**src/rtl/opb_register_simulink2ppc_snap.sv**
```systemverilog
// OPB slave register: captures a word from fabric user logic and exposes it,
// with new-data / overrun status and freeze / clear control, to the PowerPC.
module opb_register_simulink2ppc_snap #(
    parameter logic [31:0] C_BASEADDR   = 32'h0000_0000,
    parameter logic [31:0] C_HIGHADDR   = 32'h0000_00FF,
    parameter int          C_OPB_AWIDTH = 32,
    parameter int          C_OPB_DWIDTH = 32,
    parameter              C_FAMILY     = "virtex5"
) (
    input  logic                    OPB_Clk,
    input  logic                    OPB_Rst,
    output logic [0:C_OPB_DWIDTH-1] Sl_DBus,
    output logic                    Sl_errAck,
    output logic                    Sl_retry,
    output logic                    Sl_toutSup,
    output logic                    Sl_xferAck,
    input  logic [0:C_OPB_AWIDTH-1] OPB_ABus,
    input  logic [0:3]              OPB_BE,
    input  logic [0:C_OPB_DWIDTH-1] OPB_DBus,
    input  logic                    OPB_RNW,
    input  logic                    OPB_select,
    input  logic                    OPB_seqAddr,
    input  logic [31:0]             user_data_in,
    input  logic                    user_valid,
    output logic                    user_frozen
);

    typedef enum logic [1:0] {S_IDLE, S_ACK, S_WAIT} state_t;

    localparam logic [31:0] ADDR_SPAN = C_HIGHADDR - C_BASEADDR;

    state_t      state_q, state_d;
    logic [31:0] data_q, data_d;
    logic        new_q, new_d;
    logic [7:0]  ovf_q, ovf_d;
    logic        freeze_q, freeze_d;

    logic [31:0] addr;
    logic [31:0] wr_word;
    logic [1:0]  word_off;
    logic        hit;
    logic        xfer_ack;
    logic        rd_data_ack;
    logic        ctrl_wr;
    logic        clear;
    logic        capture;
    logic [31:0] rd_word;
    logic        unused_inputs;

    // Big-endian OPB bus: bit 0 is the MSB, so a plain assignment maps
    // OPB bit i onto register bit 31-i.
    assign addr     = OPB_ABus;
    assign wr_word  = OPB_DBus;
    assign word_off = addr[3:2];

    // Offset compare handles the window in one unsigned test, even at base 0.
    assign hit = OPB_select && ((addr - C_BASEADDR) <= ADDR_SPAN);

    always_comb begin
        // NOTE: every output of a combinational block gets a default first so
        // no path leaves it unassigned and a latch is never inferred.
        state_d  = state_q;
        xfer_ack = 1'b0;
        case (state_q)
            S_IDLE: if (hit) state_d = S_ACK;
            S_ACK: begin
                xfer_ack = 1'b1;
                state_d  = S_WAIT;
            end
            S_WAIT:  if (!OPB_select) state_d = S_IDLE;
            default: state_d = S_IDLE;
        endcase
    end

    assign rd_data_ack = xfer_ack && OPB_RNW && (word_off == 2'd0);
    assign ctrl_wr     = xfer_ack && !OPB_RNW && (word_off == 2'd2) && OPB_BE[3];
    assign clear       = ctrl_wr && wr_word[1];
    assign capture     = user_valid && !freeze_q;

    always_comb begin
        data_d   = data_q;
        new_d    = new_q;
        ovf_d    = ovf_q;
        freeze_d = freeze_q;
        if (capture) begin
            data_d = user_data_in;
            new_d  = 1'b1;
            // A capture only overruns data nobody is consuming this cycle.
            if (new_q && !rd_data_ack && !clear && (ovf_q != 8'hFF))
                ovf_d = ovf_q + 8'd1;
        end else if (rd_data_ack || clear) begin
            new_d = 1'b0;
        end
        if (clear)   ovf_d    = 8'd0;
        if (ctrl_wr) freeze_d = wr_word[0];
    end

    always_comb begin
        rd_word = 32'h0;
        case (word_off)
            2'd0:    rd_word = data_q;
            2'd1:    rd_word = {16'h0, ovf_q, 6'h0, freeze_q, new_q};
            2'd2:    rd_word = {31'h0, freeze_q};
            default: rd_word = 32'h0;
        endcase
    end

    always_ff @(posedge OPB_Clk) begin
        // NOTE: sequential state uses non-blocking assignments only; the reset
        // is synchronous, so it is just the highest-priority branch here.
        if (!OPB_Rst) begin
            state_q  <= S_IDLE;
            data_q   <= 32'h0;
            new_q    <= 1'b0;
            ovf_q    <= 8'd0;
            freeze_q <= 1'b0;
        end else begin
            state_q  <= state_d;
            data_q   <= data_d;
            new_q    <= new_d;
            ovf_q    <= ovf_d;
            freeze_q <= freeze_d;
        end
    end

    assign Sl_DBus     = (xfer_ack && OPB_RNW) ? rd_word : '0;
    assign Sl_xferAck  = xfer_ack;
    assign Sl_errAck   = 1'b0;
    assign Sl_retry    = 1'b0;
    assign Sl_toutSup  = 1'b0;
    assign user_frozen = freeze_q;

    assign unused_inputs = ^{OPB_seqAddr, OPB_BE[0:2], wr_word[31:2], (C_FAMILY == "virtex5")};

endmodule

```
**config.mk**
```make
export PLATFORM = sky130hd
export DESIGN_NAME = opb_register_simulink2ppc_snap
export DESIGN_NICKNAME = d
export VERILOG_FILES = /design/src/rtl/opb_register_simulink2ppc_snap.sv
export SDC_FILE = /design/constraint.sdc
export NUM_CORES = 1
export LEC_CHECK = 0
export BUFFER_PORTS_ARGS = -buffer_cell sky130_fd_sc_hd__buf_2
export CELL_PAD_IN_SITES_DETAIL_PLACEMENT = 1
export CELL_PAD_IN_SITES_GLOBAL_PLACEMENT = 1
export CORE_UTILIZATION = 31
export CTS_BUF_LIST = sky130_fd_sc_hd__clkbuf_4
export DETAILED_ROUTE_END_ITERATION = 7
export PLACE_DENSITY_LB_ADDON = 0.1
export SYNTH_ARGS = -nofsm -noshare
export SYNTH_HDL_FRONTEND = slang
export SYNTH_SLANG_ARGS = --single-unit
```
**constraint.sdc**
```tcl
create_clock -name OPB_Clk -period 2.8 [get_ports OPB_Clk]
set_clock_uncertainty 0.15 [all_clocks]
set_input_delay 0.14 -clock OPB_Clk [delete_from_list [all_inputs] [get_ports OPB_Clk]]
set_output_delay 0.14 -clock OPB_Clk [all_outputs]
set_load 0.01 [all_outputs]
```
# After elaboration in Yosys (flattened, before gate mapping)

Cells that the tools add are included.
Widths: inputs -> output; s select.

Register bits: 44
Bits of input ports: 106
Output and inout bits: 37
Logic and storage cells: 45

Add/subtract/negate cells: 1
Order comparisons: 1
Equality and inequality tests: 7
Mux-type cells: 8
Bitwise logic cells: 1
Reductions and logical operators: 22

Operators by type and width:

| kind                | count |
|---|---|
| $pmux 32 s3         | 1 |
| $le 32x8->1 const B | 1 |
| $mux 32             | 1 |
| $logic_and 1x1->1   | 11 |
| $add 8x1->8 const B | 1 |
| $ne 8x8->1 const B  | 1 |
| $pmux 2 s3          | 1 |
| $eq 2x1->1 const B  | 2 |
| $eq 2x2->1 const B  | 2 |
| $logic_not 1->1     | 4 |
| $logic_not 2->1     | 2 |
| $mux 2              | 2 |
| $ne 2x2->1 const B  | 2 |
| $reduce_and 2->1    | 2 |
| $mux 1              | 3 |
| $reduce_bool 2->1   | 1 |
| $reduce_or 2->1     | 1 |
| $logic_or 1x1->1    | 1 |
| $not 1->1           | 1 |

# Longest topological paths before layout

Depth after elaboration: 10
Depth in mapped cells: 5
Depth with buffers taken out: 5

# Worst setup path after synthesis

OpenSTA, ideal clock, no wires.

Path kind: reg-to-output
From: register state_q[1]
To: output port Sl_DBus[16] (netlist name)
Data arrival time: 1315 ps
Setup slack: 1195 ps
Cell stages (with the launch flop): 6
Path through: dfxtp_1 > nand3b_4 > nor3_4 > buf_4 > buf_2 > a22o_1

Longest elaborated chain between the ends: 4

RTL lines:

| what                   | line | RTL |
|---|---|---|
| from (decl)            | 32   | `state_t state_q, state_d;` |
| from (signal assigned) | 118  | `state_q <= state_d;` |
| $eq 2x1->1             | 64   | `case (state_q)` |
| $mux 1                 | 64   |  |
| $logic_and 1x1->1      | 126  | `assign Sl_DBus = (xfer_ack && OPB_RNW) ? rd_word : '0;` |
| $mux 32                | 126  |  |
| to (decl)              | 12   | `output logic [0:C_OPB_DWIDTH-1] Sl_DBus,` |

No other way between the ends.

==> impl_metrics.py <==
metrics = {
    "clock_tree": {
        "cts_tree": "done",
        "clockBufferDepth": 2,
        "root_buffer": "clkbuf_4",
        "cts_setup_buffers": 0,
        "cts_resized": 0,
        "numCtsBuffers": 5,
        "postCtsHoldBufs": 41,
        "htree_levels": 2,
        "clock_latency_ns": 0.35,
        "clkTransAtPathRegs_ns": 0.13,
        "clock_sinks": 44,
    },
    "logic_synthesis": {
        "synthTopCellsByCount": "73 x nand2_1, 44 x dfxtp_1, 38 x a21oi_1",
        "synth.most_common_cell": "nand2_1",
        "synthArstFlopShare_pct": 0,
        "syn_area_mm2": 0.00214,
        "synth-edff-count": 0,
        "ys_seq_area_share_pct": 41.1,
        "synth.avg_cell_area_um2": 8.05,
        "synth.top_cells.by_area": "dfxtp_1 41%, nand2_1 13%, a21oi_1 8.9%, and2_1 6.4%, a22o_1 3.7%",
        "yosys_most_used_dff": "dfxtp_1",
        "synth_top_area_share_pct": 41.1,
        "synth-seq-cells": 44,
        "synth_top_area_cell": "dfxtp_1",
        "syn_inst": 266,
        "yosysWarnings": 0,
        "yosysUniqueCellTypes": 36,
    },
    "global_route": {
        "grt_max_degree": 37,
        "grt_overflow": 0,
        "grtUsageMet1_pct": 21.3,
        "globalRoute.busiestLayer": "met2",
        "grt_pass1_vias": 2306,
        "antenna_found_initial": 0,
        "met2_usage_pct": 33.4,
        "grt_pass1_wl_um": 10400,
        "gr-usage-all-layers_pct": 18.1,
        "grtUsageMet3_pct": 3.40,
    },
    "flow_run": {
        "maxCapViolations": 0,
    },
    "sta": {
        "rsz0062_at_grt": "false",
        "tightestPinTransition_ns": 0.846,
        "setup_viol": 0,
        "maxSlewViolCount": 0,
        "finalHoldViolCount": 0,
        "final.min_clock_period_ns": 2.50,
        "relSlewSlack_pct": 43.3,
        "clock.fmax_mhz": 399,
        "tns_ns": 0,
        "post-route-period-util_pct": 89.4,
    },
    "power_and_ir_drop": {
        "peakVddDrop_mv": 0.194,
        "p_per_area_mw_per_mm2": 387,
        "leakagePower_nw": 1.44,
        "totalPowerFinal_mw": 1.22,
    },
    "worst_setup_path": {
        "start_kind": "primary input",
        "timing.rr.end": "ovf_q[5]$_SDFFE_PP0P_",
        "cp.required_ns": 2.92,
        "path_max_fanout": 36,
        "critPathArrivalTime_ns": 2.62,
        "end_kind": "flip-flop",
        "r2r_cells": 5,
        "worstSetupPathType": "in -> reg",
        "r2r-start": "state_q[1]$_SDFFE_PN0P_",
        "r2r_slack_ns": 0.96,
    },
    "detailed_routing": {
        "firstDrtPassIters": 4,
        "drc": 0,
        "drtAntennaViolNets": 0,
        "via_per_inst": 4.84,
        "wl_per_cell_um": 13.3,
        "wirelength_um": 6360,
        "drt-initial-drc-count": 59,
        "via_count": 2316,
    },
    "die": {
        "rows": 29,
        "die_w_um": 85.1,
        "coreArea_mm2": 0.00649,
        "fp.dieH_um": 85.1,
        "start_util_pct": 33.0,
        "top_level_ports": 143,
        "dieArea_mm2": 0.00725,
    },
    "hold_path": {
        "hold_path.class": "in -> reg",
        "worstHoldEndpoint": "state_q[1]$_SDFFE_PN0P_",
        "worstHoldStart": "OPB_select",
        "holdPathStages": 4,
    },
    "cells_and_area": {
        "drive_gt1_share_pct": 29.6,
        "area_growth_pct": 47.8,
        "nets": 508,
        "antenna_cells": 0,
    },
    "placement": {
        "gp_congestion": 0.762,
        "place_hpwl_um": 4230,
        "port_buffers": 99,
    },
    "outcome": {
        "outcome": "finished, final reports clean",
    },
}
==> stage by stage <==
step / setup slack (ns) / hold WS (ns) / area [um2] / utilization (%) / instances
floorplan: 1.19 / 0.108 / 2150 / - / 268
global placement: 0.834 / 0.232 / 2680 / 41.3 / 430
detailed placement: 0.823 / 0.237 / 2680 / 41.3 / 430
CTS: 0.261 / 0.0338 / 3170 / 48.7 / 479
global route: 0.154 / 0.0956 / 3170 / 48.7 / 479
finish: 0.296 / 0.0442 / 3170 / 48.7 / 479
==> logic make-up after synthesis <==
kind of cell    Yosys count  synth area share, %
compound gates           54                 14.8
mux                       6                 2.80
simple gates            141                 35.9
flops                    44                 41.1
other cells               1                0.175
fa+ha+maj                 1                0.584
buf+inv                  19                 4.56
==> report_power, final <==
group / switching, mW / leakage, nW / internal, mW
Combinational: 0.0738 / 1.04 / 0.0921
Clock: 0.208 / 0.0403 / 0.183
Sequential: 0.0137 / 0.361 / 0.653
==> flip-flops by register name, summed over array words and instances (netlist names) <==
name / flops
state_q: 2
new_q: 1
user_frozen: 1
ovf_q: 8
data_q: 32
==> cell type report <==
class	instances	area, um2
clock inverter	3	37.5
multi-input combinational	205	1170
sequential	44	881
timing repair buffer	144	936
tap	77	96.3
inverter	1	3.75
fill	806	3330
clock buffer	5	37.5
==> layout by cell type (no fill, tap or decap), drive strengths merged, types with 2 or more instances in the layout <==
cell	netlist	final
buf	8	103
dfxtp	44	44
nor2	4	4
nor4	10	10
a22o	9	9
nand4	2	2
conb	1	3
and3	3	3
clkbuf	10	5
a21oi	38	38
o31ai	3	3
nand2	73	73
nand2b	7	7
mux2i	6	6
or4	2	2
nand3	5	5
nor2b	4	4
clkinv	0	2
and2	22	22
dlygate4sd3	0	41
nor3b	3	3
==> critical path, cell delays in order <==
cell and delay [ns]:
dlygate4sd3_1 0.55, buf_2 0.15, inv_2 0.47, nor4_1 0.08
dlygate4sd3_1 0.58, nand3_1 0.06, dlygate4sd3_1 0.54, nor2_1 0.04
==> worst max-delay path by stage <==
stage	startpoint	end	slack, ns	cells past startpoint
after floorplan	state_q[1]$_SDFFE_PN0P_	Sl_DBus[16]	1.19	5
after global placement	state_q[1]$_SDFFE_PN0P_	Sl_DBus[16]	0.83	5
after detailed placement	state_q[1]$_SDFFE_PN0P_	Sl_DBus[23]	0.82	5
after CTS	OPB_Rst	state_q[0]$_SDFFE_PN0P_	0.26	8
after global routing	OPB_Rst	state_q[0]$_SDFFE_PN0P_	0.15	8
final	OPB_Rst	state_q[0]$_SDFFE_PN0P_	0.30	8
==> metal layers <==
metal  up-vias  part of all wire, %  routed length [um]
met3         5                  3.6                 232
met4         0                 0.90                  57
met2        50                   52                3300
met5         -                    0                   0
met1      1088                   44                2770
li1       1173                    -                   -
(Power assumes the default switching activity.)
